<file path="src/rtl/count_ctrl.sv">
// count_ctrl: run controller for a two-digit BCD counter.
// Owns the count-step prescaler and sequences IDLE/RUN/PAUSE/DONE from
// single-cycle start/stop/pause command pulses (priority stop > pause > start).
// Optional build macro: AUTO_RELOAD_EN. When defined, the terminal step pulses
// done but the controller stays in RUN and wraps the count to 00 on the following step.
module count_ctrl #(
    parameter int unsigned DIV_N = 50000000,
    parameter int unsigned PRE_W = 26
) (
    input  logic       clkin,
    input  logic       clr,
    input  logic       start,
    input  logic       stop,
    input  logic       pause,
    input  logic [7:0] limit,
    output logic [3:0] tens,
    output logic [3:0] ones,
    output logic       tick,
    output logic       done,
    output logic       busy,
    output logic [1:0] state
);

    typedef enum logic [1:0] {
        S_IDLE  = 2'd0,
        S_RUN   = 2'd1,
        S_PAUSE = 2'd2,
        S_DONE  = 2'd3
    } state_t;

    localparam logic [PRE_W-1:0] PRE_MAX = PRE_W'(DIV_N - 1);

    state_t           state_q, state_d;
    logic [PRE_W-1:0] pre_q,   pre_d;
    logic [3:0]       tens_q,  tens_d;
    logic [3:0]       ones_q,  ones_d;
    logic [3:0]       lim_t_q, lim_t_d;
    logic [3:0]       lim_o_q, lim_o_d;
    logic             tick_q,  tick_d;
    logic             done_q,  done_d;
    logic             busy_q,  busy_d;

    logic [3:0]       inc_tens, inc_ones;
    logic [3:0]       nxt_tens, nxt_ones;
    logic             hit_limit;

    // Latched limit digits are clamped so the count can always reach them.
    function automatic logic [3:0] clamp9(input logic [3:0] d);
        return (d > 4'd9) ? 4'd9 : d;
    endfunction

    // BCD increment of the current count and the terminal-value compare.
    always_comb begin
        inc_tens = tens_q;
        inc_ones = ones_q + 4'd1;
        if (ones_q >= 4'd9) begin
            inc_ones = '0;
            inc_tens = (tens_q >= 4'd9) ? 4'd0 : tens_q + 4'd1;
        end
        nxt_tens = inc_tens;
        nxt_ones = inc_ones;
`ifdef AUTO_RELOAD_EN
        // Sitting on a non-zero limit: the next step wraps to 00. A limit of 00
        // wraps naturally at 99, so it needs no special case.
        if ({tens_q, ones_q} == {lim_t_q, lim_o_q} && {lim_t_q, lim_o_q} != 8'h00) begin
            nxt_tens = '0;
            nxt_ones = '0;
        end
`endif
        hit_limit = ({nxt_tens, nxt_ones} == {lim_t_q, lim_o_q});
    end

    // Next-state, prescaler, count and pulse generation.
    always_comb begin
        state_d = state_q;
        pre_d   = pre_q;
        tens_d  = tens_q;
        ones_d  = ones_q;
        lim_t_d = lim_t_q;
        lim_o_d = lim_o_q;
        tick_d  = 1'b0;
        done_d  = 1'b0;

        unique case (state_q)
            S_IDLE: begin
                if (start) begin
                    state_d = S_RUN;
                    pre_d   = '0;
                    tens_d  = '0;
                    ones_d  = '0;
                    lim_t_d = clamp9(limit[7:4]);
                    lim_o_d = clamp9(limit[3:0]);
                end
            end
            S_RUN: begin
                if (stop) begin
                    state_d = S_IDLE;
                    pre_d   = '0;
                end else if (pause) begin
                    state_d = S_PAUSE;
                end else if (pre_q == PRE_MAX) begin
                    pre_d  = '0;
                    tens_d = nxt_tens;
                    ones_d = nxt_ones;
                    tick_d = 1'b1;
                    if (hit_limit) begin
                        done_d = 1'b1;
`ifndef AUTO_RELOAD_EN
                        state_d = S_DONE;
`endif
                    end
                end else begin
                    pre_d = pre_q + PRE_W'(1);
                end
            end
            S_PAUSE: begin
                // Resume keeps the frozen prescaler so the step spacing is preserved.
                if (stop) begin
                    state_d = S_IDLE;
                    pre_d   = '0;
                end else if (start) begin
                    state_d = S_RUN;
                end
            end
            S_DONE: begin
                if (stop) begin
                    state_d = S_IDLE;
                    pre_d   = '0;
                end else if (start) begin
                    state_d = S_RUN;
                    pre_d   = '0;
                    tens_d  = '0;
                    ones_d  = '0;
                    lim_t_d = clamp9(limit[7:4]);
                    lim_o_d = clamp9(limit[3:0]);
                end
            end
            default: begin
                state_d = S_IDLE;
                pre_d   = '0;
            end
        endcase

        busy_d = (state_d == S_RUN) || (state_d == S_PAUSE);
    end

    // State and datapath registers with synchronous clear.
    always_ff @(posedge clkin) begin
        if (clr) begin
            state_q <= S_IDLE;
            pre_q   <= '0;
            tens_q  <= '0;
            ones_q  <= '0;
            lim_t_q <= '0;
            lim_o_q <= '0;
            tick_q  <= 1'b0;
            done_q  <= 1'b0;
            busy_q  <= 1'b0;
        end else begin
            state_q <= state_d;
            pre_q   <= pre_d;
            tens_q  <= tens_d;
            ones_q  <= ones_d;
            lim_t_q <= lim_t_d;
            lim_o_q <= lim_o_d;
            tick_q  <= tick_d;
            done_q  <= done_d;
            busy_q  <= busy_d;
        end
    end

    assign tens  = tens_q;
    assign ones  = ones_q;
    assign tick  = tick_q;
    assign done  = done_q;
    assign busy  = busy_q;
    assign state = state_q;

endmodule

</file>
<file path="config.mk">
export PLATFORM = sky130hd
export DESIGN_NAME = count_ctrl
export DESIGN_NICKNAME = d
export VERILOG_FILES = /design/src/rtl/count_ctrl.sv
export SDC_FILE = /design/constraint.sdc
export NUM_CORES = 1
export LEC_CHECK = 0
export CAP_MARGIN = 5
export CORE_MARGIN = 2
export CORE_UTILIZATION = 50
export CTS_CLUSTER_DIAMETER = 80
export CTS_CLUSTER_SIZE = 20
export DETAILED_ROUTE_END_ITERATION = 16
export HOLD_SLACK_MARGIN = 0.06
export PLACE_DENSITY = 0.71
export SLEW_MARGIN = 25
export SYNTH_ARGS = -nofsm -noshare
export SYNTH_HDL_FRONTEND = slang
export SYNTH_SLANG_ARGS = --single-unit
</file>
<file path="constraint.sdc">
create_clock -name clkin -period 4.85 [get_ports clkin]
set_input_delay 0.7275 -clock clkin [delete_from_list [all_inputs] [get_ports clkin]]
set_output_delay 0.7275 -clock clkin [all_outputs]
set_load 0.05 [all_outputs]
</file>
==> flow_summary.toml, run 1 <==
[setup_path]
cp_cell_sequence = "clkdlybuf4s50_1 > nor2_1 > o21ai_0 > buf_4 > nor2b_1 > a41oi_1 > a311oi_1"
rr_worst_depth = 8
crit_type = "input pin to flip-flop"
cp_slowest_cell = "nor2b_1"
r2r_end = "busy"
crit_fanout = 13
cp-start-kind = "input pin"
cp.arrival_ns = 3.18
slowest_delay_ns = 0.74
cp.required_ns = 5.06
cp-end-kind = "flip-flop"
r2r_slack_ns = 2.02
r2r-start = "tens[1]"

[routing]
vias_per_cell = 6.22
vias = 2954
first_pass_iters = 5
ant_nets = 0
routed_wl_um = 7350
drt_iter0_markers = 274
wl_per_cell_um = 15.5
drc = 0

[pwr]
total_power_mw = 0.793
vdd_ir_drop_max_v = 0.000147
p_per_area_nw_per_um2 = 235
p_leak_nw = 1.11

[floorplan]
die_w_um = 81.1
die_h_um = 81.1
rows = 28
core_um2 = 5820
io_pins = 26
fp.dieArea_um2 = 6580
initial_core_util_pct = 51.1

[timing]
maxSlewViolCount = 0
maxSlewHeadroom_pct = 37.0
finalHoldViolCount = 0
finalCritPeriodShare_pct = 61.2
fmaxAchievable_ghz = 0.337
fin_tns_setup_ns = 0
setup_viol = 0
skew_ns = 0.0124
worst_pin_slew_ns = 0.944
layout_min_cycle_time_ns = 2.97
rsz0062_at_grt = "no"

[synthesis]
ys_ff_latch = 47
synthXorXnorAreaFrac_pct = 0.884
yosys_warnings = 0
yosys.cell_count.top_type = "dfxtp_1"
yosys.area_share.adder_pct = 2.95
syn_area_per_cell_um2 = 7.76
synth_fp_nets = 403
synthSimpleGateAreaFrac_pct = 35.3
synthDistinctLibCells = 60
synth_compound_area_share_pct = 23.7
synth_area_leader_cell = "dfxtp_1"
synth_commonest_cells = "dfxtp_1 (47), nor2_1 (40), a21oi_1 (38)"
synth_top_area_share_pct = 31.6
synthMuxAreaShare_pct = 1.01
async_reset_ff_share_pct = 0
ys_seq_area_share_pct = 31.6
synth_area_leaders = "dfxtp_1 (32%), a21oi_1 (6.4%), nor2_1 (5.1%)"
synth_top_flop_cell = "dfxtp_1"
syn_area_um2 = 2970
synth_top_family_by_area = "simple AND/OR/NAND/NOR gates"
synth_edf_count = 0
postSynthCellCount = 383

[placed_design]
port_buffers = 25
gp_congestion = 0.863
place_hpwl_um = 5100

[clock_tree]
ctsHoldBuffers = 0
worstSkewPairLatency_ns = 0.31
post_cts_buffers = 0
clk_pin_slew_worst_paths_ns = 0.09
clock-sinks = 47
cts.repair.resized = 0
tritoncts = "yes"
cts_root_buffer = "clkbuf_8"
cts_buffers = 5
h-tree-depth = 2
clockBufferDepth = 2

[min_path]
hold_end = "pre_q[20]"
hold_class = "flip-flop to flip-flop"
min_path_cells = 1
hp-start = "pre_q[20]"

[run]
maxCapViolCount = 0

[cells_and_area]
nets = 419
fin_util_pct = 58.0
diodes = 0
drive_gt1_share_pct = 5.25
syn_to_final_growth_pct = 13.6

[global_route]
grt_pass1_vias = 2416
antenna_found_initial = 0
grt_pass1_wl_um = 11900
grt-ovfl-total = 0
grt_max_degree = 29
track_usage_pct = 23.1

[outcome]
status = "finished, final reports clean"
state kept, by name, indices dropped and copies added (netlist names):
signal and count:
busy 1, lim_o_q 4, done 1, tens 4, tick 1, lim_t_q 4
pre_q 26, ones 4, state 2
critical path: cells and delay by family:
family	cells	cell delay, ns
compound gates	3	0.64
buf+inv	2	0.79
simple gates	2	1.02
worst max-delay path by stage:
stage	from	endpoint	slack (ns)	depth (start not counted)
after floorplan	ones[1]	busy	2.14	9
after global placement	stop	pre_q[20]	1.72	7
after detailed placement	stop	pre_q[25]	1.63	7
after CTS	stop	pre_q[25]	1.93	7
after global routing	stop	pre_q[25]	1.61	7
final	stop	pre_q[25]	1.88	7
cells by family (layout without fill, tap and decap cells):
logic type,Yosys count,count (layout)
buffers and inverters,32,49
DFF,47,47
AOI/OAI and AO/OA,109,109
and+or+nand+nor,182,182
xor gates and xnor gates,3,3
muxes,3,3
adders and majority gates,7,7
placed cells by master (no fill, tap or decap), types with 4 or more instances in the layout:
| cell type | synthesis | routed |
|---|---|---|
| a21oi_1 | 38 | 38 |
| a311oi_1 | 12 | 12 |
| a31oi_1 | 6 | 6 |
| a41oi_1 | 4 | 4 |
| and3_1 | 6 | 6 |
| and4_1 | 7 | 7 |
| buf_4 | 1 | 4 |
| clkbuf_8 | 0 | 6 |
| clkdlybuf4s50_1 | 0 | 25 |
| dfxtp_1 | 47 | 47 |
| ha_1 | 7 | 7 |
| inv_1 | 12 | 12 |
| nand2_1 | 30 | 30 |
| nand2b_1 | 7 | 7 |
| nand3_1 | 17 | 17 |
| nand3b_1 | 4 | 4 |
| nand4_1 | 8 | 8 |
| nor2_1 | 40 | 40 |
| nor2b_1 | 12 | 12 |
| nor3b_1 | 14 | 14 |
| nor4_1 | 6 | 6 |
| o21ai_0 | 23 | 23 |
| or3_1 | 7 | 7 |
report_power, final:
| group | internal (mW) | switching [mW] | leakage [nW] | total [mW] |
|---|---|---|---|---|
| sequential | 0.392 | 0.00667 | 0.380 | 0.398 |
| combinational | 0.0340 | 0.0560 | 0.672 | 0.0900 |
| clock | 0.167 | 0.138 | 0.0612 | 0.305 |
layout make-up:
cell class / instances / area (µm²)
clock buffer: 6 / 82.6
tap: 75 / 93.8
multi-input combinational: 304 / 1900
clock inverter: 2 / 35.0
inverter: 12 / 45.0
timing repair buffer: 29 / 280
sequential: 47 / 941
fill: 571 / 2440
per-stage QoR:
| step | cells | instance area [µm²] | hold WS [ns] | worst slack (ns) |
|---|---|---|---|---|
| 4_1_cts | 475 | 3380 | 0.482 | 1.93 |
| 5_1_grt | 475 | 3380 | 0.498 | 1.61 |
| 3_3_place_gp | 466 | 3250 | 0.464 | 1.72 |
| 2_1_floorplan | 383 | 2970 | 0.440 | 2.14 |
| 6_report | 475 | 3380 | 0.481 | 1.88 |
| 3_5_place_dp | 467 | 3260 | 0.464 | 1.63 |
metal layers:
layer | track usage [%] | vias up | routed length (µm) | share of wire (%)
li1 | - | 1461 | - | -
met4 | 6.78 | 0 | 87 | 1.2
met2 | 32.8 | 104 | 3240 | 44
met5 | 0 | - | 0 | 0
met3 | 2.67 | 8 | 435 | 5.9
met1 | 36.1 | 1381 | 3580 | 49
Note: power is estimated with default switching activity, not from simulation.
==> run 2: changes to the inputs <==
==> constraint.sdc (replaced) <==
create_clock -name clkin -period 3 [get_ports clkin]
set_input_delay 0.45 -clock clkin [delete_from_list [all_inputs] [get_ports clkin]]
set_output_delay 0.45 -clock clkin [all_outputs]
set_load 0.05 [all_outputs]
==> flow_summary.toml, run 2 (synthesis results as in run 1) <==
[clock_tree]
clockBufferDepth = 2
cts.repair.resized = 0
cts_buffers = 5
h-tree-depth = 2
post_cts_buffers = 0
ctsHoldBuffers = 0
tritoncts = "yes"
clock-sinks = 47
clk_pin_slew_worst_paths_ns = 0.09
cts_root_buffer = "clkbuf_8"
worstSkewPairLatency_ns = 0.30

[setup_path]
cp_cell_sequence = "inv_1 > ha_1 > nor3b_1 > nand2b_1 > a221oi_1 > nor4bb_1 > o221ai_1 > or3_1"
endpoint = "busy"
crit_fanout = 8
cp-start-kind = "flip-flop"
crit_family = "simple AND/OR/NAND/NOR gates"
cp_slowest_cell = "nor4bb_1"
cp.arrival_ns = 2.82
slowest_delay_ns = 0.53
r2r_slack_ns = 0.37
crit_buf_inv = 1
critPathLaunch = "tens[1]"
crit_cells = 8
cp-end-kind = "flip-flop"
cp.required_ns = 3.18
r2r_end = "busy"
rr_worst_depth = 8
crit_type = "flip-flop to flip-flop"
r2r-start = "tens[1]"

[cells_and_area]
finalNonFillerCells = 480
diodes = 0
syn_to_final_growth_pct = 14.8
regMostFlops = "pre_q"
final_common_cell = "dfxtp_1"
nets = 424
fillers = 578
largest_register_ff_count = 26
drive_gt1_share_pct = 6.42
final_cell_mix = "dfxtp_1 (47), nor2_1 (40), a21oi_1 (38)"

[timing]
fmaxAchievable_ghz = 0.380
layout_min_cycle_time_ns = 2.63
maxSlewViolCount = 0
finalCritPeriodShare_pct = 87.8
setup_ws_ns = 0.365
skew_ns = 0.00806
rsz0062_at_grt = "no"
maxSlewHeadroom_pct = 52.0
finalHoldViolCount = 0
worst_pin_slew_ns = 0.715
setup_viol = 0
fin_tns_setup_ns = 0

[placed_design]
gp_congestion = 0.934
dp_slack_ns = 0.348
port_buffers = 25
place_hpwl_um = 5330
placed_cells = 472

[min_path]
hp-start = "pre_q[20]"
min_path_cells = 1
hold_class = "flip-flop to flip-flop"

[global_route]
grt_max_degree = 29
track_usage_pct = 23.1
grt_pass1_vias = 2460
grt_pass1_wl_um = 12100
grt-ovfl-total = 0
antenna_found_initial = 0

[pwr]
clockPowerShare_pct = 38.0
p_comb_share_pct = 11.8
p_per_area_nw_per_um2 = 376
seq_power_share_pct = 50.3
intPower_mw = 0.962
switching_power_mw = 0.320
swShare_pct = 24.9
vdd_ir_drop_max_v = 0.000177
p_leak_nw = 1.14

[floorplan]
core_um2 = 5820
rows = 28
die_h_um = 81.1
fp.dieArea_um2 = 6580
die_w_um = 81.1
io_pins = 26
initial_core_util_pct = 51.1

[routing]
drc = 0
first_pass_iters = 5
routed_wl_um = 7480
ant_nets = 0
vias_per_cell = 6.13
drt_iter0_markers = 319
vias = 2940
wl_per_cell_um = 15.6

[outcome]
status = "finished, final reports clean"

[run]
maxCapViolCount = 0
run 2: worst min path at each step:
stage / to / slack, ns
global placement: pre_q[20] / 0.46
floorplan: pre_q[20] / 0.44
detailed placement: pre_q[23] / 0.49
finish: pre_q[20] / 0.50
global route: pre_q[3] / 0.52
CTS: pre_q[23] / 0.50
run 2: final cells by class:
class / instances / area [µm²] / share of cell area (%)
well taps: 75 / 93.8 / 2.75
inverters: 12 / 45.0 / 1.32
flip-flops and latches: 47 / 941 / 27.6
repair buffers: 34 / 318 / 9.31
multi-input cells: 304 / 1900 / 55.6
clock inverters: 2 / 35.0 / 1.03
clock buffers: 6 / 82.6 / 2.42
run 2: power groups by stage:
stage	combinational, mW	sequential [mW]	clock, mW
detailed placement	0.149	0.659	0
global route	0.164	0.646	0.517
CTS	0.150	0.645	0.497
global placement	0.147	0.659	0
floorplan	0.0844	0.665	0
finish	0.151	0.645	0.487
run 2: per-stage QoR:
step / util (%) / cell area, µm² / total power [mW] / hold slack [ns]
after global placement: 56.7 / 3300 / 0.806 / 0.457
after detailed placement: 56.7 / 3300 / 0.809 / 0.485
after CTS: 58.7 / 3410 / 1.29 / 0.498
after floorplan: - / 2970 / 0.750 / 0.440
after global routing: 58.7 / 3410 / 1.33 / 0.522
final: 58.7 / 3410 / 1.28 / 0.499
run 2: layer usage:
| layer | vias to the layer above | wire (µm) | track usage, % | part of all wire (%) |
|---|---|---|---|---|
| met5 | - | 0 | 0 | 0 |
| met4 | 0 | 95 | 5.59 | 1.3 |
| met3 | 12 | 345 | 3.00 | 4.6 |
| met2 | 93 | 3210 | 33.6 | 43 |
| met1 | 1363 | 3820 | 35.6 | 51 |
| li1 | 1472 | - | - | - |
